==> config.mk <==
export PLATFORM = sky130hd
export DESIGN_NAME = vsa_mem_arbiter
export DESIGN_NICKNAME = d
export VERILOG_FILES = /design/src/rtl/vsa_mem_pkg.sv /design/src/rtl/vsa_rr_pick.sv /design/src/rtl/vsa_mem_arbiter.sv
export SDC_FILE = /design/constraint.sdc
export NUM_CORES = 1
export LEC_CHECK = 0
export CAP_MARGIN = 25
export CELL_PAD_IN_SITES_DETAIL_PLACEMENT = 1
export CELL_PAD_IN_SITES_GLOBAL_PLACEMENT = 1
export CORE_MARGIN = 3
export CORE_UTILIZATION = 29
export CTS_CLUSTER_DIAMETER = 100
export DETAILED_ROUTE_END_ITERATION = 12
export GPL_ROUTABILITY_DRIVEN = 1
export HOLD_SLACK_MARGIN = 0.05
export PLACE_DENSITY_LB_ADDON = 0.1
export SYNTH_ARGS = -nofsm -noshare
export SYNTH_HDL_FRONTEND = slang
export SYNTH_SLANG_ARGS = --single-unit
==> constraint.sdc <==
create_clock -name clock -period 1.7 [get_ports clock]
set_input_delay 0.34 -clock clock [delete_from_list [all_inputs] [get_ports clock]]
set_output_delay 0.34 -clock clock [all_outputs]
set_load 0.02 [all_outputs]
==> src/rtl/vsa_mem_pkg.sv <==
// Shared definitions for the VSA memory arbiter: state encoding and the
// default address/data widths used by the VSA cores.
package vsa_mem_pkg;

    localparam int VSA_AW = 5;
    localparam int VSA_DW = 5;

    localparam logic [1:0] ST_IDLE  = 2'd0;
    localparam logic [1:0] ST_ISSUE = 2'd1;
    localparam logic [1:0] ST_WAIT  = 2'd2;
    localparam logic [1:0] ST_RESP  = 2'd3;

    typedef enum logic [1:0] {
        IDLE  = ST_IDLE,
        ISSUE = ST_ISSUE,
        WAIT  = ST_WAIT,
        RESP  = ST_RESP
    } arb_state_t;

endpackage

==> src/rtl/vsa_rr_pick.sv <==
// Combinational round-robin picker: searches upward from rr_ptr (mod NREQ)
// and returns the first active requester as one-hot and binary index.
module vsa_rr_pick #(
    parameter int NREQ = 2,
    parameter int IW   = 1
) (
    input  logic [NREQ-1:0] req,
    input  logic [IW-1:0]   rr_ptr,
    output logic [NREQ-1:0] win_oh,
    output logic [IW-1:0]   win_idx
);

    function automatic logic [IW-1:0] wrap_add(input logic [IW-1:0] base, input int off);
        int s;
        s = int'(base) + off;
        if (s >= NREQ) s = s - NREQ;
        return IW'(s);
    endfunction

    // Walk offsets from the far end down so the offset closest to rr_ptr wins.
    always_comb begin
        logic [IW-1:0] pos;
        win_oh  = '0;
        win_idx = '0;
        pos     = '0;
        for (int k = NREQ - 1; k >= 0; k--) begin
            pos = wrap_add(rr_ptr, k);
            if (req[pos]) begin
                win_oh      = '0;
                win_oh[pos] = 1'b1;
                win_idx     = pos;
            end
        end
    end

endmodule

==> src/rtl/vsa_mem_arbiter.sv <==
// Round-robin arbiter sharing one fixed-latency single-ported memory among
// NREQ requesters, with a single transaction outstanding at a time.
module vsa_mem_arbiter
    import vsa_mem_pkg::*;
#(
    parameter int NREQ    = 2,
    parameter int AW      = VSA_AW,
    parameter int DW      = VSA_DW,
    parameter int MEM_LAT = 1
) (
    input  logic              clock,
    input  logic              reset_n,
    input  logic [NREQ-1:0]   req,
    input  logic [NREQ-1:0]   req_wr,
    input  logic [NREQ*AW-1:0] req_addr,
    input  logic [NREQ*DW-1:0] req_wdata,
    output logic [NREQ-1:0]   gnt,
    output logic [NREQ-1:0]   rvalid,
    output logic [DW-1:0]     rdata,
    output logic              busy,
    output logic              mem_en,
    output logic              mem_wr,
    output logic [AW-1:0]     mem_addr,
    output logic [DW-1:0]     mem_wdata,
    input  logic [DW-1:0]     mem_rdata
);

    localparam int IW = $clog2(NREQ);
    localparam int CW = 3;

    arb_state_t      state;
    arb_state_t      state_nxt;
    logic [IW-1:0]   rr_ptr;
    logic [IW-1:0]   sel;
    logic [IW-1:0]   win_idx;
    logic [NREQ-1:0] win_oh;
    logic            wr_q;
    logic [AW-1:0]   addr_q;
    logic [DW-1:0]   wdata_q;
    logic [DW-1:0]   rdata_q;
    logic [CW-1:0]   cnt;

    vsa_rr_pick #(
        .NREQ (NREQ),
        .IW   (IW)
    ) u_pick (
        .req     (req),
        .rr_ptr  (rr_ptr),
        .win_oh  (win_oh),
        .win_idx (win_idx)
    );

    always_ff @(posedge clock or negedge reset_n) begin
        if (!reset_n) state <= IDLE;
        else          state <= state_nxt;
    end

    always_comb begin
        state_nxt = state;
        gnt       = '0;
        rvalid    = '0;
        mem_en    = 1'b0;
        mem_wr    = 1'b0;
        busy      = 1'b1;
        case (state)
            IDLE: begin
                busy = 1'b0;
                if (|req) state_nxt = ISSUE;
            end
            ISSUE: begin
                mem_en    = 1'b1;
                mem_wr    = wr_q;
                gnt[sel]  = 1'b1;
                state_nxt = wr_q ? IDLE : WAIT;
            end
            WAIT: begin
                if (cnt == '0) state_nxt = RESP;
            end
            RESP: begin
                rvalid[sel] = 1'b1;
                state_nxt   = IDLE;
            end
            default: state_nxt = IDLE;
        endcase
    end

    // Request fields are captured once in IDLE; later input changes are ignored.
    always_ff @(posedge clock or negedge reset_n) begin
        if (!reset_n) begin
            rr_ptr  <= '0;
            sel     <= '0;
            wr_q    <= 1'b0;
            addr_q  <= '0;
            wdata_q <= '0;
            rdata_q <= '0;
            cnt     <= '0;
        end else begin
            case (state)
                IDLE: begin
                    if (|req) begin
                        sel     <= win_idx;
                        wr_q    <= |(win_oh & req_wr);
                        addr_q  <= req_addr[int'(win_idx)*AW +: AW];
                        wdata_q <= req_wdata[int'(win_idx)*DW +: DW];
                    end
                end
                ISSUE: begin
                    rr_ptr <= (sel == IW'(NREQ - 1)) ? '0 : sel + 1'b1;
                    cnt    <= CW'(MEM_LAT - 1);
                end
                WAIT: begin
                    if (cnt == '0) rdata_q <= mem_rdata;
                    else           cnt     <= cnt - 1'b1;
                end
                default: ;
            endcase
        end
    end

    assign mem_addr  = addr_q;
    assign mem_wdata = wdata_q;
    assign rdata     = rdata_q;

endmodule

Word-level counts from Yosys, hierarchy flattened
Cells that the tools add are included.
- $add $sub $neg: 5
- multipliers: 1
- $lt $le $gt $ge: 8
- equality and inequality tests: 6
- shift-type cells: 2
- multiplexer cells: 28
- bitwise logic cells: 1
- reduce and logical (&&, ||, !) cells: 12
- operators by type and width (operator ; count):
    $shiftx A10 B32 Y5 ; 1
    $mux W1 ; 15
    $mux W2 ; 7
    $shiftx A10 B5 Y5 ; 1
    $pmux W2 S4 ; 1
    $reduce_and A2 Y1 ; 4
    $lt A1 B2 Y1 const B ; 3
    $ne A2 B2 Y1 const B ; 3
    $pmux W3 S2 ; 1
    $eq A2 B2 Y1 const B ; 2
    $mul A1 B3 Y4 const B ; 1
    $reduce_or A2 Y1 ; 2
    $demux W1 S1 ; 3
    $ge A1 B1 Y1 const B ; 3
    $logic_and A1 B1 Y1 ; 3
    $logic_not A3 Y1 ; 1
    $mux W3 ; 1
    $sub A3 B1 Y3 const B ; 1
    $add A1 B1 Y2 const B ; 1
    $and A2 B2 Y2 ; 1
    $eq A2 B1 Y1 const B ; 1
    $ge A1 B2 Y1 const B ; 1
    $ge A2 B2 Y1 const B ; 1
    $logic_not A2 Y1 ; 1
    3 further kinds ; 4
- register bits: 23
- output and inout port bits: 22
- word-level logic and storage cells: 71

Logic depth before layout (Yosys ltp)
- depth after elaboration: 11
- gate-level depth with buffers: 6

By module
From an unflattened synthesis, not the netlist that was laid out.
- cells, all modules: 92
- area, all modules: 1224.9 µm²
- by module, submodules not included (module ; times used ; cells an instance ; area each (µm²) ; sequential area each (µm²)):
    vsa_mem_arbiter ; 1 ; 88 ; 1198.6 ; 575.6
    vsa_rr_pick ; 1 ; 4 ; 26.3 ; 0.0

Worst setup path before layout
OpenSTA, ideal clock, no wires.
- kind: register -> output
- from: register with a tool-made name
- to: output port mem_wr
- data arrival time: 1130 ps
- path slack: 230 ps
- stages on the path, launching flop included: 5
- cell sequence: dfrtp_1 > buf_2 > nand2b_1 > inv_1 > and2_1
- RTL lines (what ; line ; source):
    end: declaration ; vsa_mem_arbiter.sv:22 ; output logic mem_wr,

==> metrics.csv <==
stage,metric,value,unit
outcome,status,"finished, final reports clean",
synth,post-synthesis cell type with the largest combined area,dfrtp_1,
finish,Filler cells,444,
timing,"Hold Vio Cnt, Final",0,
critical_path,crit-path max cell delay,0.38,ns
cts,TritonCTS clock tree,yes,
critical_path,"Buf+Inv Stages, Crit Path",1,
critical_path,end of the worst register-to-register path,rdata[4],
detailed_routing,final WL,3520,um
timing,Final Skew,0.00192,ns
timing,Setup-failing EPs final,0,
critical_path,reg2reg setup slack,0.19,ns
timing,fin. max-slew vios,0,
grt,initial antenna violation count,0,
timing,crit share post-route,95.6,%
cts,"Reg clk slew, reported paths",0.08,ns
synth,mapped cell area,1160,sq um
finish,layout cells sized above 1,14.4,%
timing,top achievable clock speed,615,MHz
power_and_ir_drop,pwr/cell area,1640,nW/um^2
finish,Final Instance Area,1780,sq um
floorplanning,row count,22,
cts,CTS Buf Count,3,
synth,Netlist cell types,23,
detailed_routing,post-route ant nets,0,
timing,RSZ-0062 raised after global routing,false,
timing,TNS Setup,0,ns
detailed_routing,Vias,1123,
flow_run,Max-Cap Viols,0,
synth,top cell type's share of synthesized area,49.7,%
grt,remaining global-route overflow,0,
place,pre-CTS setup slack,-0.0355,ns
critical_path,Top delay family on crit path,flip-flops,
floorplanning,Placeable Area,3740,sq um
min_path,Hold Crit Class,input pin to asynchronous set/reset pin,
critical_path,"Slowest-stage cell, CP",dfrtp_1,
power_and_ir_drop,total power,2.92,mW
floorplanning,Chip Width,69.2,um
critical_path,CP required,1.36,ns
synth,syn_area_per_cell,9.41,sq um
synth,"Async S/R FF share, synth",100,%
power_and_ir_drop,worst vdd ir,0.614,mV
critical_path,Worst Path Arrival,1.28,ns
synth,"EDFF count, synth",0,
grt,vias in the first global route,1234,
place,Post-DP HPWL,2700,um
critical_path,CP startpoint kind,flip-flop,
timing,WHS,0.424,ns
detailed_routing,initial DRC count,44,
grt,grt met3 use,3.33,%
synth,synthesized flop and latch total,23,
grt,grt met2 use,27.3,%
critical_path,crit-path max FO,4,
synth,sequential area share after synthesis,49.7,%
place,Placed Cells,224,
critical_path,Setup Crit Path Kind,flip-flop to output pin,
synth,Synthesized Nets,156,
cts,Clock Latency Late Sink,0.26,ns
synth,top_reg_cell synth,dfrtp_1,
timing,Slew @ Worst Pin,0.491,ns
synth,Ys Warns,0,
timing,fin worst setup slack,0.0750,ns
place,GPL Wtd Cong,0.731,
finish,nets@finish,214,
finish,Non-Filler Instances,228,
detailed_routing,wire per inst,15.4,um
synth,Cells after Synth,123,
cts,clk buf depth,2,
detailed_routing,routed vias/inst,4.93,
finish,diode count,0,
detailed_routing,Pre-Repair DR Iteration Count,4,
floorplanning,IO Pins,53,
floorplanning,Die H,69.2,um
floorplanning,initial core utilization,30.9,%
place,PortBufs,52,
grt,largest net degree at the start of global routing,24,
grt,grt peak-use layer,met2,
grt,first-pass GRT wire length,5920,um
synth,"top cells by area, synth","dfrtp_1, o21ai_0, a21oi_1",
critical_path,Setup crit end kind,output pin,
cts,CTS Root Cell,clkbuf_8,
cts,CTS Hold Bufs,0,
cts,depth of the CTS H-tree,1,
power_and_ir_drop,Leak,0.730,nW
cts,Post-CTS Setup Bufs,0,
grt,All-Layer GR Usage,15.2,%
timing,minimum clock period after layout,1.62,ns
critical_path,CP Cell Sequence,nand2b_2 -> nor2_1 -> dlygate4sd2_1,
place,placed cell areas,1760,sq um
detailed_routing,residual DRC count,0,
grt,GRT met1 Usage,18.2,%
finish,P&R area growth vs syn,53.5,%
critical_path,worst r2r src,cnt[0],
critical_path,Reg2Reg Depth,5,
cts,clk sinks,23,
cts,# resized after CTS,9,
finish,final core occ,47.5,%
floorplanning,Die ar.,4790,sq um
timing,Slew HR,67.3,%
## final cells by class
class | instances | area [sq um] | area share, %
clock buffer | 4 | 45.0 | 2.54
inverter | 8 | 30.0 | 1.69
multi-input combinational | 85 | 513 | 28.9
sequential | 23 | 576 | 32.4
tap | 48 | 60.1 | 3.38
timing repair buffer | 60 | 553 | 31.1
## worst reg2reg max path, stage by stage, from the launching register on
cell      delay [ns]
dfrtp_1         0.39
inv_1           0.06
ha_1            0.19
ha_1            0.26
nand3b_4        0.15
mux2_2          0.34
## state kept, by name, summed over array words and instances, names as in the netlist, named ones only
signal,count
state,1
mem_wdata,5
mem_addr,5
rdata,5
wr_q,1
sel,1
cnt,3
rr_ptr,1
## worst max-delay path by stage
| stage | startpoint | endpoint | slack (ns) | cells past startpoint |
|---|---|---|---|---|
| after floorplan | flip-flop | mem_wr | 0.23 | 4 |
| after global placement | flip-flop | mem_wr | 0.02 | 4 |
| after detailed placement | flip-flop | mem_wr | -0.04 | 4 |
| after CTS | flip-flop | mem_wr | 0.01 | 4 |
| after global routing | flip-flop | gnt[0] | 0.01 | 3 |
| final | flip-flop | gnt[0] | 0.08 | 3 |
## power by group
| part | switching (mW) | internal, mW | total, mW |
|---|---|---|---|
| registers | 0.139 | 0.790 | 0.929 |
| clock network | 0.176 | 0.167 | 0.343 |
| logic | 0.884 | 0.758 | 1.64 |
| total | 1.20 | 1.72 | 2.92 |
## layout by cell type (no fill, tap or decap)
master	n
or2_1	1
inv_2	1
nor2_1	6
o21a_1	1
nor3b_1	3
mux2_2	5
dlygate4sd2_1	2
o21ai_0	15
a31oi_1	11
ha_1	2
nor2b_1	1
inv_1	7
a21oi_1	14
clkbuf_1	1
and2_4	1
nand2b_2	1
clkbuf_2	4
buf_2	1
nand3_1	13
nor2_2	1
and2_1	1
clkbuf_8	3
dfrtp_1	23
clkdlybuf4s50_1	45
nand2_1	5
buf_4	8
nand3b_4	1
nand2b_1	3
## Yosys cell counts (2+ instances only)
cell type,instances
nor3b_1,3
nand2_1,5
mux2_2,5
nand2b_1,4
buf_2,3
o21ai_0,15
nor2_1,6
clkbuf_1,2
a21oi_1,14
a31oi_1,11
inv_1,8
nand3_1,13
ha_1,2
dfrtp_1,23
## layer usage
layer | vias to the layer above | part of all wire, %
li1 | 547 | -
met1 | 546 | 41
met2 | 26 | 54
met3 | 4 | 3.8
met4 | 0 | 1.1
met5 | - | 0
## cell families after synthesis
group                    after synthesis  share of synthesized area (%)
adder cells (fa/ha/maj)                2                           2.16
AND/OR/NAND/NOR                       37                           17.9
multiplexers                           5                           4.86
AO/OA/AOI/OAI                         41                           19.1
buffers and inverters                 15                           6.16
flip-flops                            23                           49.7
Note: power is estimated with default switching activity, not from simulation.
